===== src/rtl/cnn_pkg.sv =====
// -----------------------------------------------------------------------------
// cnn_pkg
// Shared definitions for the CNN layer sequencer:
//   - state_e                : FSM state encoding (4 bits, also driven on the
//                              debug 'state' port)
//   - DEFAULT_TIMEOUT_CYCLES : default stage-wait limit
//   - is_start/is_wait/is_busy : state classification helpers used by the
//                              sequencer datapath and watchdog control
// -----------------------------------------------------------------------------
package cnn_pkg;

  localparam int unsigned DEFAULT_TIMEOUT_CYCLES = 32'd1000000;
  localparam int unsigned STATE_W                = 32'd4;

  typedef enum logic [3:0] {
    ST_IDLE        = 4'd0,
    ST_CONV_START  = 4'd1,
    ST_CONV_WAIT   = 4'd2,
    ST_POOL_START  = 4'd3,
    ST_POOL_WAIT   = 4'd4,
    ST_DENSE_START = 4'd5,
    ST_DENSE_WAIT  = 4'd6,
    ST_DONE        = 4'd7,
    ST_ERROR       = 4'd8
  } state_e;

  // One-cycle states that fire a stage start pulse.
  function automatic logic is_start(input state_e s);
    logic r;
    case (s)
      ST_CONV_START, ST_POOL_START, ST_DENSE_START: r = 1'b1;
      default:                                      r = 1'b0;
    endcase
    return r;
  endfunction

  // States that wait for a stage done handshake (watched by the watchdog).
  function automatic logic is_wait(input state_e s);
    logic r;
    case (s)
      ST_CONV_WAIT, ST_POOL_WAIT, ST_DENSE_WAIT: r = 1'b1;
      default:                                   r = 1'b0;
    endcase
    return r;
  endfunction

  // Every state that is part of an active run.
  function automatic logic is_busy(input state_e s);
    return is_start(s) | is_wait(s);
  endfunction

endpackage


===== src/rtl/cnn_stage_watchdog.sv =====
// -----------------------------------------------------------------------------
// cnn_stage_watchdog
// Counts cycles spent in a stage-wait state and flags when the wait limit is
// reached.
// Ports:
//   clk     : rising-edge clock
//   reset   : synchronous active-high reset
//   clear   : zero the counter (asserted the cycle before a wait state begins)
//   enable  : the current cycle is a wait cycle; count it
//   expired : this wait cycle is the TIMEOUT_CYCLES-th one
// -----------------------------------------------------------------------------
module cnn_stage_watchdog
  import cnn_pkg::*;
#(
  parameter int unsigned TIMEOUT_CYCLES = DEFAULT_TIMEOUT_CYCLES
) (
  input  logic clk,
  input  logic reset,
  input  logic clear,
  input  logic enable,
  output logic expired
);

  localparam int unsigned WD_W = $clog2(TIMEOUT_CYCLES + 32'd1);
  // r_wait_cnt holds the number of wait cycles already completed, so the
  // current cycle is the last permitted one when it equals TIMEOUT_CYCLES-1.
  localparam logic [WD_W-1:0] WD_LAST = WD_W'(TIMEOUT_CYCLES - 32'd1);
  localparam logic [WD_W-1:0] WD_MAX  = {WD_W{1'b1}};
  localparam logic [WD_W-1:0] WD_ONE  = WD_W'(1);

  logic [WD_W-1:0] r_wait_cnt;

  // Wait-cycle counter: cleared before each wait, saturating increment.
  always_ff @(posedge clk) begin
    if (reset) begin
      r_wait_cnt <= {WD_W{1'b0}};
    end else if (clear) begin
      r_wait_cnt <= {WD_W{1'b0}};
    end else if (enable && (r_wait_cnt != WD_MAX)) begin
      r_wait_cnt <= r_wait_cnt + WD_ONE;
    end else begin
      r_wait_cnt <= r_wait_cnt;
    end
  end

  // Built only from the count register and the registered-state enable; it
  // feeds next-state logic, so it never reaches a port directly.
  assign expired = enable & (r_wait_cnt >= WD_LAST);

endmodule


===== src/rtl/cnn_layer_sequencer.sv =====
// -----------------------------------------------------------------------------
// cnn_layer_sequencer
// Walks one image through the conv -> pool -> dense stages, latches the
// dense-stage class, measures run length and traps stalled stages.
// Ports:
//   clk, reset         : rising-edge clock, synchronous active-high reset
//   start              : classify request (honoured in IDLE and DONE only)
//   conv/pool/dense_done : stage completion, honoured only in the stage's wait
//   dense_result       : class from the dense stage (0=CAT, 1=DOG)
//   start_conv/pool/dense : one-cycle stage start pulses
//   busy, done, error  : run status levels
//   prediction         : last captured class
//   cycle_count        : length of the last completed run, in cycles
//   state              : current FSM state (debug)
// All outputs are flops; they are loaded from the next-state value so they
// line up cycle-for-cycle with the state register and cannot glitch.
// -----------------------------------------------------------------------------
module cnn_layer_sequencer
  import cnn_pkg::*;
#(
  parameter int unsigned TIMEOUT_CYCLES = DEFAULT_TIMEOUT_CYCLES,
  parameter int unsigned CNT_W          = 32'd32
) (
  input  logic             clk,
  input  logic             reset,
  input  logic             start,
  input  logic             conv_done,
  input  logic             pool_done,
  input  logic             dense_done,
  input  logic             dense_result,
  output logic             start_conv,
  output logic             start_pool,
  output logic             start_dense,
  output logic             busy,
  output logic             done,
  output logic             prediction,
  output logic             error,
  output logic [CNT_W-1:0] cycle_count,
  output logic [3:0]       state
);

  localparam logic [CNT_W-1:0] RUN_MAX = {CNT_W{1'b1}};
  localparam logic [CNT_W-1:0] RUN_ONE = CNT_W'(1);

  state_e           r_state;
  state_e           w_next_state;
  logic             w_wd_clear;
  logic             w_wd_enable;
  logic             w_wd_expired;
  logic             w_finish;
  logic [CNT_W-1:0] r_run_cnt;
  logic [CNT_W-1:0] w_run_cnt_inc;
  logic [CNT_W-1:0] r_cycle_count;
  logic             r_prediction;
  logic             r_start_conv;
  logic             r_start_pool;
  logic             r_start_dense;
  logic             r_busy;
  logic             r_done;
  logic             r_error;

  // The counter is zeroed during each START cycle, which always directly
  // precedes the matching WAIT state.
  assign w_wd_clear  = is_start(r_state);
  assign w_wd_enable = is_wait(r_state);

  cnn_stage_watchdog #(
    .TIMEOUT_CYCLES (TIMEOUT_CYCLES)
  ) u_watchdog (
    .clk     (clk),
    .reset   (reset),
    .clear   (w_wd_clear),
    .enable  (w_wd_enable),
    .expired (w_wd_expired)
  );

  // FSM state register.
  always_ff @(posedge clk) begin
    if (reset) begin
      r_state <= ST_IDLE;
    end else begin
      r_state <= w_next_state;
    end
  end

  // FSM next-state logic. A done input on the last permitted wait cycle is
  // checked before the watchdog, so it wins over the timeout.
  always_comb begin
    w_next_state = r_state;
    case (r_state)
      ST_IDLE, ST_DONE: begin
        if (start) begin
          w_next_state = ST_CONV_START;
        end else begin
          w_next_state = r_state;
        end
      end
      ST_CONV_START:  w_next_state = ST_CONV_WAIT;
      ST_CONV_WAIT: begin
        if (conv_done) begin
          w_next_state = ST_POOL_START;
        end else if (w_wd_expired) begin
          w_next_state = ST_ERROR;
        end else begin
          w_next_state = ST_CONV_WAIT;
        end
      end
      ST_POOL_START:  w_next_state = ST_POOL_WAIT;
      ST_POOL_WAIT: begin
        if (pool_done) begin
          w_next_state = ST_DENSE_START;
        end else if (w_wd_expired) begin
          w_next_state = ST_ERROR;
        end else begin
          w_next_state = ST_POOL_WAIT;
        end
      end
      ST_DENSE_START: w_next_state = ST_DENSE_WAIT;
      ST_DENSE_WAIT: begin
        if (dense_done) begin
          w_next_state = ST_DONE;
        end else if (w_wd_expired) begin
          w_next_state = ST_ERROR;
        end else begin
          w_next_state = ST_DENSE_WAIT;
        end
      end
      // ERROR is sticky; only reset leaves it.
      ST_ERROR:       w_next_state = ST_ERROR;
      // Unreachable encodings are treated as a fault.
      default:        w_next_state = ST_ERROR;
    endcase
  end

  // Run completes on the DENSE_WAIT -> DONE transition.
  assign w_finish      = (r_state == ST_DENSE_WAIT) && (w_next_state == ST_DONE);
  assign w_run_cnt_inc = (r_run_cnt == RUN_MAX) ? r_run_cnt : (r_run_cnt + RUN_ONE);

  // Run-length counter: zeroed when a run is launched, counts every busy cycle.
  always_ff @(posedge clk) begin
    if (reset) begin
      r_run_cnt <= {CNT_W{1'b0}};
    end else if (w_next_state == ST_CONV_START) begin
      r_run_cnt <= {CNT_W{1'b0}};
    end else if (is_busy(r_state)) begin
      r_run_cnt <= w_run_cnt_inc;
    end else begin
      r_run_cnt <= r_run_cnt;
    end
  end

  // Result capture: the stored count includes the final DENSE_WAIT cycle,
  // hence the incremented value. A timeout never reaches here.
  always_ff @(posedge clk) begin
    if (reset) begin
      r_cycle_count <= {CNT_W{1'b0}};
      r_prediction  <= 1'b0;
    end else if (w_finish) begin
      r_cycle_count <= w_run_cnt_inc;
      r_prediction  <= dense_result;
    end else begin
      r_cycle_count <= r_cycle_count;
      r_prediction  <= r_prediction;
    end
  end

  // Output flops decoded from the next state, so they track r_state exactly.
  always_ff @(posedge clk) begin
    if (reset) begin
      r_start_conv  <= 1'b0;
      r_start_pool  <= 1'b0;
      r_start_dense <= 1'b0;
      r_busy        <= 1'b0;
      r_done        <= 1'b0;
      r_error       <= 1'b0;
    end else begin
      r_start_conv  <= (w_next_state == ST_CONV_START);
      r_start_pool  <= (w_next_state == ST_POOL_START);
      r_start_dense <= (w_next_state == ST_DENSE_START);
      r_busy        <= is_busy(w_next_state);
      r_done        <= (w_next_state == ST_DONE);
      r_error       <= (w_next_state == ST_ERROR);
    end
  end

  assign start_conv  = r_start_conv;
  assign start_pool  = r_start_pool;
  assign start_dense = r_start_dense;
  assign busy        = r_busy;
  assign done        = r_done;
  assign error       = r_error;
  assign prediction  = r_prediction;
  assign cycle_count = r_cycle_count;
  assign state       = r_state;

endmodule


===== config.mk =====
export PLATFORM = sky130hd
export DESIGN_NAME = cnn_layer_sequencer
export DESIGN_NICKNAME = d
export VERILOG_FILES = /design/src/rtl/cnn_pkg.sv /design/src/rtl/cnn_stage_watchdog.sv /design/src/rtl/cnn_layer_sequencer.sv
export SDC_FILE = /design/constraint.sdc
export NUM_CORES = 1
export LEC_CHECK = 0
export ABC_CLOCK_PERIOD_IN_PS = 3470
export CAP_MARGIN = 20
export CORE_MARGIN = 4
export CORE_UTILIZATION = 55
export DETAILED_ROUTE_END_ITERATION = 16
export PLACE_DENSITY = 0.78
export SYNTH_ARGS = -nofsm -noshare
export SYNTH_HDL_FRONTEND = slang
export SYNTH_SLANG_ARGS = --single-unit

===== constraint.sdc =====
create_clock -name clk -period 3.47 [get_ports clk]
set_input_delay 1.041 -clock clk [delete_from_list [all_inputs] [get_ports clk]]
set_output_delay 1.041 -clock clk [all_outputs]
set_load 0.01 [all_outputs]

**Word level (Yosys, flattened, before mapping)**

Index checks and enable logic that the tools add are counted.

- Bits in registers: 95
- Bits in latches: 0
- Bits in writable memories: 0
- ROM bits: 0
- Input port bits: 7
- Output and inout port bits: 43
- Logic and storage cells: 63
- Memories: 0

- Add/sub/neg operators: 2
- Multiply operators: 0
- Divide/modulo/power cells: 0
- Order comparisons: 1
- Equal/unequal tests: 17
- Shifts and indexed selects: 0
- Muxes and demuxes: 19
- Bitwise operators: 3
- Reduce and logical (&&, ||, !) cells: 10

Operators by type and width:

| cell | count |
|---|---|
| adder 32 x 1 -> 32 bit (second input constant) | 1 |
| equality test 32 bit (second input constant) | 1 |
| equality test 4 x 3 -> 1 bit (second input constant) | 8 |
| two-way mux 32 bit | 1 |
| two-way mux 4 bit | 7 |
| case mux 4 bit (7 select lines) | 1 |
| adder 20 x 1 -> 20 bit (second input constant) | 1 |
| >= comparator 20 bit (second input constant) | 1 |
| != test 20 bit (second input constant) | 1 |
| equality test 4 x 2 -> 1 bit (second input constant) | 4 |
| OR reduction 3 bit | 4 |
| two-way mux 1 bit | 10 |
| equality test 4 x 1 -> 1 bit (second input constant) | 2 |
| OR reduction 2 bit | 3 |
| equality test 4 bit (second input constant) | 1 |
| logical NOT 4 bit | 1 |
| logical AND 1 bit | 2 |
| OR 1 bit | 2 |
| AND 1 bit | 1 |

**Logic depth before layout (Yosys ltp)**

- Depth after elaboration: 12
- Mapped depth: 9
- Gate-level depth less buffers: 7

**Hierarchy**

Synthesis repeated with hierarchy kept, for this count alone.

- Cell total of the unflattened synthesis: 610
- Area, all modules: 5072.4 um^2

By module, submodules not included:

| module | times used | cells each | area an instance (um^2) | sequential area each (um^2) |
|---|---|---|---|---|
| cnn_layer_sequencer | 1 | 485 | 4046.4 | 1501.4 |
| cnn_stage_watchdog | 1 | 125 | 1026.0 | 400.4 |

**Least setup slack after synthesis**

No wires, ideal clock.

- Path type: input -> register
- Start: input dense_done
- End: register r_cycle_count[24], in the netlist cycle_count[24]
- Library setup time: 0.071 ns
- Arrival time: 2.102 ns
- Required time: 3.399 ns
- Slack: 1.298 ns
- Stages: 6
- Path buffers: 3
- Cells stage by stage: and3_1 clkbuf_1 clkbuf_1 buf_1 o211ai_1 a21oi_1

- Word-level cells in the longest chain between the ends: 4

RTL lines:

| what | line | text |
|---|---|---|
| start, declared | cnn_layer_sequencer.sv:29 | `input logic dense_done,` |
| two-way mux 4 bit | cnn_layer_sequencer.sv:120 | `if (dense_done) begin` |
| case mux 4 bit (7 select lines) | cnn_layer_sequencer.sv:90 | `case (r_state)` |
| equality test 4 x 3 -> 1 bit | cnn_layer_sequencer.sv:136 | `assign w_finish = (r_state == ST_DENSE_WAIT) && (w_next_state == ST_DONE);` |
| logical AND 1 bit | cnn_layer_sequencer.sv:136 |  |
| end signal, assigned | cnn_layer_sequencer.sv:156 | `r_cycle_count <= {CNT_W{1'b0}};` |
| end signal, assigned | cnn_layer_sequencer.sv:159 | `r_cycle_count <= w_run_cnt_inc;` |
| end signal, assigned | cnn_layer_sequencer.sv:162 | `r_cycle_count <= r_cycle_count;` |
| end, declared | cnn_layer_sequencer.sv:53 | `logic [CNT_W-1:0] r_cycle_count;` |

Every way passes these cells.
A chain may end at the register's enable or synchronous reset.

**Final worst setup path**

- Start: register r_state[0], in the netlist state[0]
- End: output state[0]

RTL lines:

| what | line | text |
|---|---|---|
| start, declared | cnn_layer_sequencer.sv:45 | `state_e r_state;` |
| start signal, assigned | cnn_layer_sequencer.sv:82 | `r_state <= w_next_state;` |
| end, declared | cnn_layer_sequencer.sv:39 | `output logic [3:0] state` |

No word-level cell between the ends.

==> summary.txt <==
nets@finish = 617
Commonest cells post-synth = nor2_1, dfxtp_1, nand2_1, xnor2_1, a21oi_1
Die X = 101 um
clock root cell = clkbuf_8
RSZ-0062 raised after global routing = no
cts repair resizes = 0
pin count of the biggest net entering global routing = 33
most numerous cell in the Yosys netlist = nor2_1
clock skew = 0.00921 ns
syn nets = 586
DP Wirelength = 7.55 mm
Synth cell types = 65
Fin Hold WS = 0.461 ns
Worst-Margin Slew = 0.699 ns
first-pass GRT wire length = 18.1 mm
Fmax = 368 MHz
final WL = 10.7 mm
# H-tree levels = 3
core area = 0.00834 mm^2
Iter 0 DRT Violations = 268
Setup crit end kind = output port
Startpoint Class = flop
RR Startpoint = r_run_cnt[0]
GRT overflow = 0
vias = 4195
# setup viols final = 0
largest delay contributor family on the critical path = flip-flops
Crit path depth = 1
Reg clk slew, reported paths = 0.09 ns
setup TNS = 0 ns
Ant. Diodes = 0
number of enable flip-flop cells after synthesis = 0
layout cell share with drive strength beyond 1 = 8.16%
top cell type's share of synthesized area = 39.7%
synthesis-stage register bit count = 95
io pins = 50
Max FO, Critical Path = 16
post-DR wirelength/cell = 14.9 um
area grow syn2layout = 14.1%
Min-Delay Path Class = reg -> reg
vias in the first global route = 3842
R2R cell count = 8
total track usage = 21.5%
die area = 0.0103 mm^2
worst IR drop on VDD = 0.000266 V
worst skew pair latency = 0.36 ns
DR pass1 iterations = 5
fraction of registers with async set/reset = 0%
Num CTS Buffers = 9
Setup CP Type = reg -> out
Initial Util = 57.5%
Port Buf Inserts = 49
CTS tree = yes
CP Launch Point = state[0]
largest cells by area after synthesis = dfxtp_1, nor2_1, xnor2_1
Antenna Nets Post-Route = 0
Placer Congestion = 0.934
Tcrit/Tclk final = 78.2%
critical path capture point = state[0]
R2R setup slack = 0.84 ns
ys flop type = dfxtp_1
Max Root-Sink Buffers = 2
Rel. slew slack = 53.3%
Post-Syn Instances = 577
outcome = completed
row count = 33
count of pins over their slew limit = 0
Max-Cap Viols = 0
Die Y = 101 um
Post-Syn Area = 0.00480 mm^2
sequential-to-total area share from yosys stat = 39.7%
initial antenna violation count = 0
worst stage delay on the critical path = 0.67 ns
worst r2r dst = cycle_count[31]
# hold bufs at CTS = 0
Cell Pwr Density = 392 mW/mm^2
cell breakdown of the critical path = clkdlybuf4s50_1
minimum clock period = 2.71 ns
Arr. time, crit path = 1.67 ns
LEAKAGE = 1.68 nW
Mean Syn Cell Area = 8.31 um^2
Yosys top cell by area = dfxtp_1
DR vias/cell = 5.84
WP data required = 2.43 ns
Worst Path Buf+Inv = 1
slowest stage cell, crit path = dfxtp_1
setup repair bufs after CTS = 0
Synth Warn # = 0
Num Clock Sinks = 95
Remaining DRCs = 0
Final Hold Fails = 0
## metal layers
metal  part of all wire, %  track usage (%)  wire length (um)  up-vias
li1                      -                -                 -     2098
met5                     0                0                 0        -
met4                   1.5             8.08               162        0
met2                    45             33.3              4850      124
met3                   5.7             3.37               609       14
met1                    47             30.4              5040     1959
## cells in the final DEF (no fill, tap or decap), drive strengths merged, types with 15 or more instances in the layout
cell type,Yosys,layout
o21ai,19,19
nand2,52,52
dfxtp,95,95
nor3,24,24
xnor2,40,40
nand3,23,23
a211oi,15,15
nand4,24,24
clkdlybuf4s50,0,49
a21oi,25,25
xor2,19,19
nor2,106,106
## worst min-delay path, delay by kind of cell (launching register included)
family | cells | cell delay, ns
DFF | 1 | 0.32
and+or+nand+nor | 1 | 0.05
AOI/OAI and AO/OA | 1 | 0.05
## final cells by class
cell class / instances / area (um^2)
tap: 105 / 131
timing repair buffer: 53 / 533
clock inverter: 4 / 28.8
clock buffer: 12 / 155
inverter: 7 / 26.3
sequential: 95 / 1900
fill: 727 / 2870
multi-input combinational: 442 / 2700
## power by group
part | switching [mW] | leakage (nW) | internal (mW)
logic | 0.191 | 0.822 | 0.112
clock network | 0.389 | 0.0890 | 0.302
registers | 0.0364 | 0.766 | 1.12
total | 0.616 | 1.68 | 1.53
## per-stage QoR
step | util (%) | worst slack [ns] | total power [mW] | std cells | cell area (um^2)
after detailed placement | 63.4 | 0.590 | 1.48 | 702 | 5290
final | 65.6 | 0.756 | 2.15 | 718 | 5470
after global routing | 65.6 | 0.577 | 2.25 | 718 | 5470
after CTS | 65.6 | 0.747 | 2.16 | 718 | 5470
after global placement | 63.4 | 0.644 | 1.47 | 702 | 5290
after floorplan | - | 1.30 | 1.40 | 577 | 4800
## flip-flops by register name, indices dropped and copies added, names as in the netlist
name                   count
busy                       1
start_conv                 1
error                      1
prediction                 1
state                      4
start_pool                 1
cycle_count               32
start_dense                1
done                       1
r_run_cnt                 32
u_watchdog.r_wait_cnt     20
## worst min path at each step
stage	startpoint	end	slack [ns]	depth (start not counted)
finish	cycle_count[3]	cycle_count[3]	0.46	2
global route	cycle_count[2]	cycle_count[2]	0.49	2
global placement	cycle_count[24]	cycle_count[24]	0.44	2
CTS	prediction	prediction	0.47	2
floorplan	u_watchdog.r_wait_cnt[19]	u_watchdog.r_wait_cnt[19]	0.46	2
detailed placement	cycle_count[24]	cycle_count[24]	0.45	2
## cell families after synthesis
group | count (synthesis) | share of synthesized area, %
AOI/OAI and AO/OA | 96 | 14.3
and+or+nand+nor | 283 | 30.2
xor gates and xnor gates | 59 | 10.8
muxes | 2 | 0.417
buffers and inverters | 40 | 4.12
adders and majority gates | 2 | 0.522
DFF | 95 | 39.7
Power figures use the tool's default switching activity.
